$ cat config.mk
export PLATFORM = sky130hd
export DESIGN_NAME = seq_shift_unit
export DESIGN_NICKNAME = d
export VERILOG_FILES = /design/src/rtl/shift_pkg.sv /design/src/rtl/shift_step.sv /design/src/rtl/seq_shift_unit.sv
export SDC_FILE = /design/constraint.sdc
export NUM_CORES = 1
export LEC_CHECK = 0
export BUFFER_PORTS_ARGS = -buffer_cell sky130_fd_sc_hd__buf_2
export CORE_UTILIZATION = 48
export DETAILED_ROUTE_END_ITERATION = 12
export GPL_ROUTABILITY_DRIVEN = 0
export GPL_TIMING_DRIVEN = 0
export HOLD_SLACK_MARGIN = 0.05
export PLACE_DENSITY = 0.8
export SLEW_MARGIN = 40
export SYNTH_ARGS = -nofsm -noshare
export SYNTH_HDL_FRONTEND = slang
export SYNTH_SLANG_ARGS = --single-unit
$ cat constraint.sdc
create_clock -name clk -period 2.95 [get_ports clk]
set_input_delay 0.295 -clock clk [delete_from_list [all_inputs] [get_ports clk]]
set_output_delay 0.295 -clock clk [all_outputs]
set_load 0.02 [all_outputs]
$ cat src/rtl/shift_pkg.sv
// Shared types and helpers for the sequential shift/rotate unit.
package shift_pkg;

  localparam int unsigned OP_W = 3;

  typedef enum logic [OP_W-1:0] {
    OP_SLL = 3'd0,
    OP_SRL = 3'd1,
    OP_SRA = 3'd2,
    OP_ROL = 3'd3,
    OP_ROR = 3'd4
  } op_e;

  typedef enum logic [1:0] {
    ST_IDLE  = 2'd0,
    ST_SHIFT = 2'd1,
    ST_DONE  = 2'd2
  } state_e;

  // Encodings above ROR pass the operand through untouched
  function automatic logic is_reserved(input logic [OP_W-1:0] op);
    return op > OP_W'(OP_ROR);
  endfunction

endpackage

$ cat src/rtl/shift_step.sv
// One combinational shift/rotate step of k positions (k may be 0).
module shift_step
  import shift_pkg::*;
#(
  parameter  int unsigned WIDTH = 32,
  parameter  int unsigned STEP  = 1,
  localparam int unsigned KW    = $clog2(STEP + 1)
) (
  input  logic [WIDTH-1:0] data,
  input  logic [OP_W-1:0]  op,
  input  logic [KW-1:0]    k,
  input  logic             msb_fill,
  output logic [WIDTH-1:0] shifted,
  output logic             out_bit
);

  localparam int unsigned SW = $clog2(WIDTH) + 1;

  logic [SW-1:0]    kx;
  logic [SW-1:0]    kinv;
  logic [WIDTH-1:0] lsh;
  logic [WIDTH-1:0] rsh;
  logic [WIDTH-1:0] wrap_l;
  logic [WIDTH-1:0] wrap_r;
  logic [WIDTH-1:0] fill;
  logic [WIDTH-1:0] right_pick;

  always_comb begin
    kx         = SW'(k);
    kinv       = SW'(WIDTH) - kx;
    lsh        = data << kx;
    rsh        = data >> kx;
    // wrap_l[0] is bit WIDTH-k, the last bit to leave on a left step
    wrap_l     = data >> kinv;
    wrap_r     = data << kinv;
    fill       = msb_fill ? ~({WIDTH{1'b1}} >> kx) : '0;
    right_pick = data >> (kx - SW'(1));

    shifted = data;
    out_bit = 1'b0;
    if (k != '0) begin
      case (op)
        OP_SLL: begin
          shifted = lsh;
          out_bit = wrap_l[0];
        end
        OP_SRL: begin
          shifted = rsh;
          out_bit = right_pick[0];
        end
        OP_SRA: begin
          shifted = rsh | fill;
          out_bit = right_pick[0];
        end
        OP_ROL: begin
          shifted = lsh | wrap_l;
          out_bit = wrap_l[0];
        end
        OP_ROR: begin
          shifted = rsh | wrap_r;
          out_bit = right_pick[0];
        end
        default: begin
          shifted = data;
          out_bit = 1'b0;
        end
      endcase
    end
  end

endmodule

$ cat src/rtl/seq_shift_unit.sv
// Multi-cycle shift/rotate unit: up to STEP positions per clock, valid/ready on both sides.
module seq_shift_unit
  import shift_pkg::*;
#(
  parameter  int unsigned WIDTH = 32,
  parameter  int unsigned STEP  = 1,
  localparam int unsigned AW    = $clog2(WIDTH)
) (
  input  logic             clk,
  input  logic             rst_n,
  input  logic             in_valid,
  output logic             in_ready,
  input  logic [OP_W-1:0]  op,
  input  logic [AW-1:0]    amt,
  input  logic [WIDTH-1:0] a,
  output logic             out_valid,
  input  logic             out_ready,
  output logic [WIDTH-1:0] result,
  output logic             carry,
  output logic             zero
);

  localparam int unsigned KW = $clog2(STEP + 1);
  localparam int unsigned RW = AW + 1;

  state_e           state;
  state_e           state_nx;
  logic [AW-1:0]    remaining;
  logic [OP_W-1:0]  op_q;
  logic             msb_q;

  logic [KW-1:0]    k_c;
  logic [AW-1:0]    rem_nx_c;
  logic [WIDTH-1:0] step_data_c;
  logic             step_bit_c;
  logic             load_c;
  logic             shift_c;
  logic             in_ready_d_c;
  logic             out_valid_d_c;

  // Step size: the full STEP, or whatever is left on the final step
  always_comb begin
    if ({1'b0, remaining} >= RW'(STEP)) k_c = KW'(STEP);
    else                                k_c = KW'(remaining);
    rem_nx_c = remaining - AW'(k_c);
  end

  shift_step #(
    .WIDTH (WIDTH),
    .STEP  (STEP)
  ) u_step (
    .data     (result),
    .op       (op_q),
    .k        (k_c),
    .msb_fill (msb_q),
    .shifted  (step_data_c),
    .out_bit  (step_bit_c)
  );

  always_ff @(posedge clk or negedge rst_n) begin
    if (!rst_n) state <= ST_IDLE;
    else        state <= state_nx;
  end

  always_comb begin
    state_nx = state;
    case (state)
      ST_IDLE: begin
        if (in_valid) begin
          if (amt == '0 || is_reserved(op)) state_nx = ST_DONE;
          else                               state_nx = ST_SHIFT;
        end
      end
      ST_SHIFT: begin
        if (rem_nx_c == '0) state_nx = ST_DONE;
      end
      ST_DONE: begin
        if (out_ready) state_nx = ST_IDLE;
      end
      default: state_nx = ST_IDLE;
    endcase
  end

  always_comb begin
    load_c        = 1'b0;
    shift_c       = 1'b0;
    in_ready_d_c  = (state_nx == ST_IDLE);
    out_valid_d_c = (state_nx == ST_DONE);
    if (state == ST_IDLE && in_valid) load_c  = 1'b1;
    if (state == ST_SHIFT)            shift_c = 1'b1;
  end

  // Handshake flags follow the next state so they line up with the state register
  always_ff @(posedge clk or negedge rst_n) begin
    if (!rst_n) begin
      in_ready  <= 1'b1;
      out_valid <= 1'b0;
    end else begin
      in_ready  <= in_ready_d_c;
      out_valid <= out_valid_d_c;
    end
  end

  // Working register doubles as the result; it only moves on accept or shift edges
  always_ff @(posedge clk or negedge rst_n) begin
    if (!rst_n) begin
      result    <= '0;
      carry     <= 1'b0;
      zero      <= 1'b1;
      remaining <= '0;
      op_q      <= OP_W'(OP_SLL);
      msb_q     <= 1'b0;
    end else if (load_c) begin
      result    <= a;
      carry     <= 1'b0;
      zero      <= (a == '0);
      remaining <= is_reserved(op) ? '0 : amt;
      op_q      <= op;
      msb_q     <= a[WIDTH-1];
    end else if (shift_c) begin
      result    <= step_data_c;
      carry     <= step_bit_c;
      zero      <= (step_data_c == '0);
      remaining <= rem_nx_c;
    end
  end

endmodule

==> qor.txt <==
Core ar.: 0.00642 mm2
total of max-cap violations: 0
n_diodes: 0
commonest cells in the synthesized netlist: dfrtp_1, nand2_1, o21ai_0, a22oi_1, a21oi_1
leakage: 0.00172 uW
initial antenna violation count: 0
die width: 83.9 um
clk_lat worst skew: 310 ps
Finished Layout Cells: 530
htree depth: 2
Post-synth EDFFs: 0
Detail Route Antenna Nets: 0
crit-path cells: buf_6, buf_2, clkbuf_4, mux2_2, a222oi_1, nand4_1, a2111oi_2, a31oi_1, o31ai_2
Root Driver: clkbuf_8
FF-to-FF setup slack: 70 ps
syn nets: 409
RSZ-0062 raised after global routing: no
minimum clock period: 2880 ps
Fin Clk Skew: 6.65 ps
Slew Limit Fails: 0
fmax: 347 MHz
DRT Wirelength: 10,200 um
largest net degree at the start of global routing: 48
drt pass-1 iters: 11
All-Layer GR Usage: 29.6%
HP Start: op[1]
Fin Setup TNS: 0 ps
worst r2r src: op_q[0]$_DFFE_PN0P_
Synth area leaders: dfrtp_1, mux2_2, a22oi_1, o21ai_0, mux2i_1
DR iter-0 viols: 482
violated checks: design-rule violations
I/O pin count: 80
Die Y: 83.9 um
Post-Synthesis Cells: 363
slowest stage cell on the critical path: a222oi_1
Post-Syn Area per Cell: 8.88 um2
gr ovfl total: 0
drt via density: 6.62
dpl ws: 75.3 ps
Worst path max stage delay: 440 ps
data arrival time of the critical path: 3100 ps
Hold Slack: 200 ps
CTS tree: yes
CTS buffer count: 5
die area: 0.00704 mm2
Min-Delay Path Depth: 3
layout overhead on the synthesized area: 19.6%
clk sinks: 47
Top FF cell, synth: dfrtp_1
Critical path buffers and inverters: 3
Post-Synthesis Cell Area: 0.00322 mm2
status: finished with violations
r2r worst-path depth: 9
Async SR Flop Fraction: 100%
Startpoint Class: register
Tcrit/Tclk final: 97.8%
crit path kind: register to register
VDD IR max: 0.596 mV
first-pass GRT wire length: 16,400 um
Worst R2R End: zero$_DFFE_PN1P_
vias in the first global route: 3,178
Clock Path Buffers: 2
type of destination of the critical path: register
Residual DRC: 8
Hold Vio Cnt, Final: 0
Unique masters post-synth: 47
worst hold-check path type: input pin to register
WL/cell: 19.2 um
site row count: 29
share of layout cells above drive strength 1: 27.4%
via count: 3,510
Pwr per Cell Area: 1350 mW/mm2
slew of the pin with the lowest slew margin: 919 ps
Starting Density: 50.2%
Slew HR: 38.5%
Placed Instances: 519
HPWL after detailed placement: 7450 um
fillcell total: 585
Layout Nets: 498
Worst-path clk slew: 80 ps
Hold Path End: op_q[1]$_DFFE_PN0P_
top cell type's share of synthesized area: 35.0%
IO buf count: 79
#FFs+latches synth: 47
leading area contributor after synthesis: dfrtp_1
Worst EP required: 3170 ps
Crit path max-delay family: compound AO/OA/AOI/OAI gates
yosys warns: 0
register area share after synthesis: 36.6%
final setup vio count: 0
crit-path max FO: 10
Setup WS post-layout: 65.7 ps
[cells by family after synthesis]
| kind of cell | Yosys count | share of synthesized area, % |
|---|---|---|
| and+or+nand+nor | 109 | 16.6 |
| xor gates and xnor gates | 5 | 1.59 |
| muxes | 40 | 13.4 |
| buffers and inverters | 30 | 4.04 |
| AOI/OAI and AO/OA | 130 | 27.0 |
| DFF | 47 | 36.6 |
| adders and majority gates | 2 | 0.777 |
[layer usage]
layer  vias up  GRT usage, %  wire, um
li1       1585             -         -
met1      1676          42.6      4220
met2       223          43.8      4520
met3        26          6.23      1150
met4         0          10.7       265
met5         -             0         0
[how the worst max path moves through the flow]
| stage | cells past startpoint | slack [ps] | start | end |
|---|---|---|---|---|
| final | 9 | 70 | op_q[0]$_DFFE_PN0P_ | zero$_DFFE_PN1P_ |
| after global routing | 9 | 30 | op_q[0]$_DFFE_PN0P_ | zero$_DFFE_PN1P_ |
| after CTS | 8 | 50 | op_q[0]$_DFFE_PN0P_ | zero$_DFFE_PN1P_ |
| after detailed placement | 8 | 80 | op_q[0]$_DFFE_PN0P_ | zero$_DFFE_PN1P_ |
| after global placement | 8 | 110 | op_q[0]$_DFFE_PN0P_ | zero$_DFFE_PN1P_ |
| after floorplan | 7 | 570 | op_q[0]$_DFFE_PN0P_ | zero$_DFFE_PN1P_ |
[timing repair]
action | 4_1_cts | 5_1_grt
setup buffers | 0 | 2
gates resized for setup | 0 | 8
hold endpoints to repair | 45 | 0
setup endpoints to repair | 0 | 1
hold buffers | 1 | 0
[cell usage in the layout (no fill, tap or decap), types with 2 or more instances in the layout]
cell,n
a22oi_1,28
nand2_1,45
clkbuf_8,7
mux2i_1,17
nor2_1,14
a21oi_1,23
clkbuf_2,3
mux2_2,22
nor4_1,16
o21ai_0,41
o21a_1,4
ha_1,2
a21o_1,2
inv_1,4
xor2_1,3
a221o_1,3
clkbuf_1,20
nand2b_1,2
nand3b_1,2
nand4b_1,2
a222oi_1,10
dfstp_2,2
nor3b_1,2
or4_1,3
nor3_1,5
nand3_1,5
nor2b_1,4
buf_6,2
buf_2,79
dfrtp_1,45
buf_4,3
nand4_1,8
a2bb2oi_1,7
[cell type report]
cell class	count	area [um2]	share of cell area (%)
plain buffers	26	121	3.15
clock buffers	8	100	2.60
inverters	4	15.0	0.390
multi-input cells	286	1920	49.8
flip-flops and latches	47	1180	30.6
well taps	77	96.3	2.50
repair buffers	82	423	11.0
[sequential cells by signal (all words and copies together), names as in the netlist, 2 cells and up]
signal	cells
remaining	5
result	32
op_q	3
state	2
[where the power goes]
part,internal (uW),switching [uW]
Clock,214,224
Combinational,1340,1950
Sequential,951,516
[metrics by stage]
stage	util (%)	cell area, um2	total power, uW
2_1_floorplan	-	3220	3640
3_3_place_gp	57.8	3710	4500
3_5_place_dp	57.9	3720	4590
4_1_cts	59.6	3830	5040
5_1_grt	60.0	3850	5550
6_report	60.0	3850	5200
[worst reg2reg max path: stages (launching register included)]
cell and delay, ps:
dfrtp_1 350, buf_6 140, buf_2 230, clkbuf_4 280, mux2_2 360, a222oi_1 440
nand4_1 270, a2111oi_2 350, a31oi_1 160, o31ai_2 230
Power figures use the tool's default switching activity.
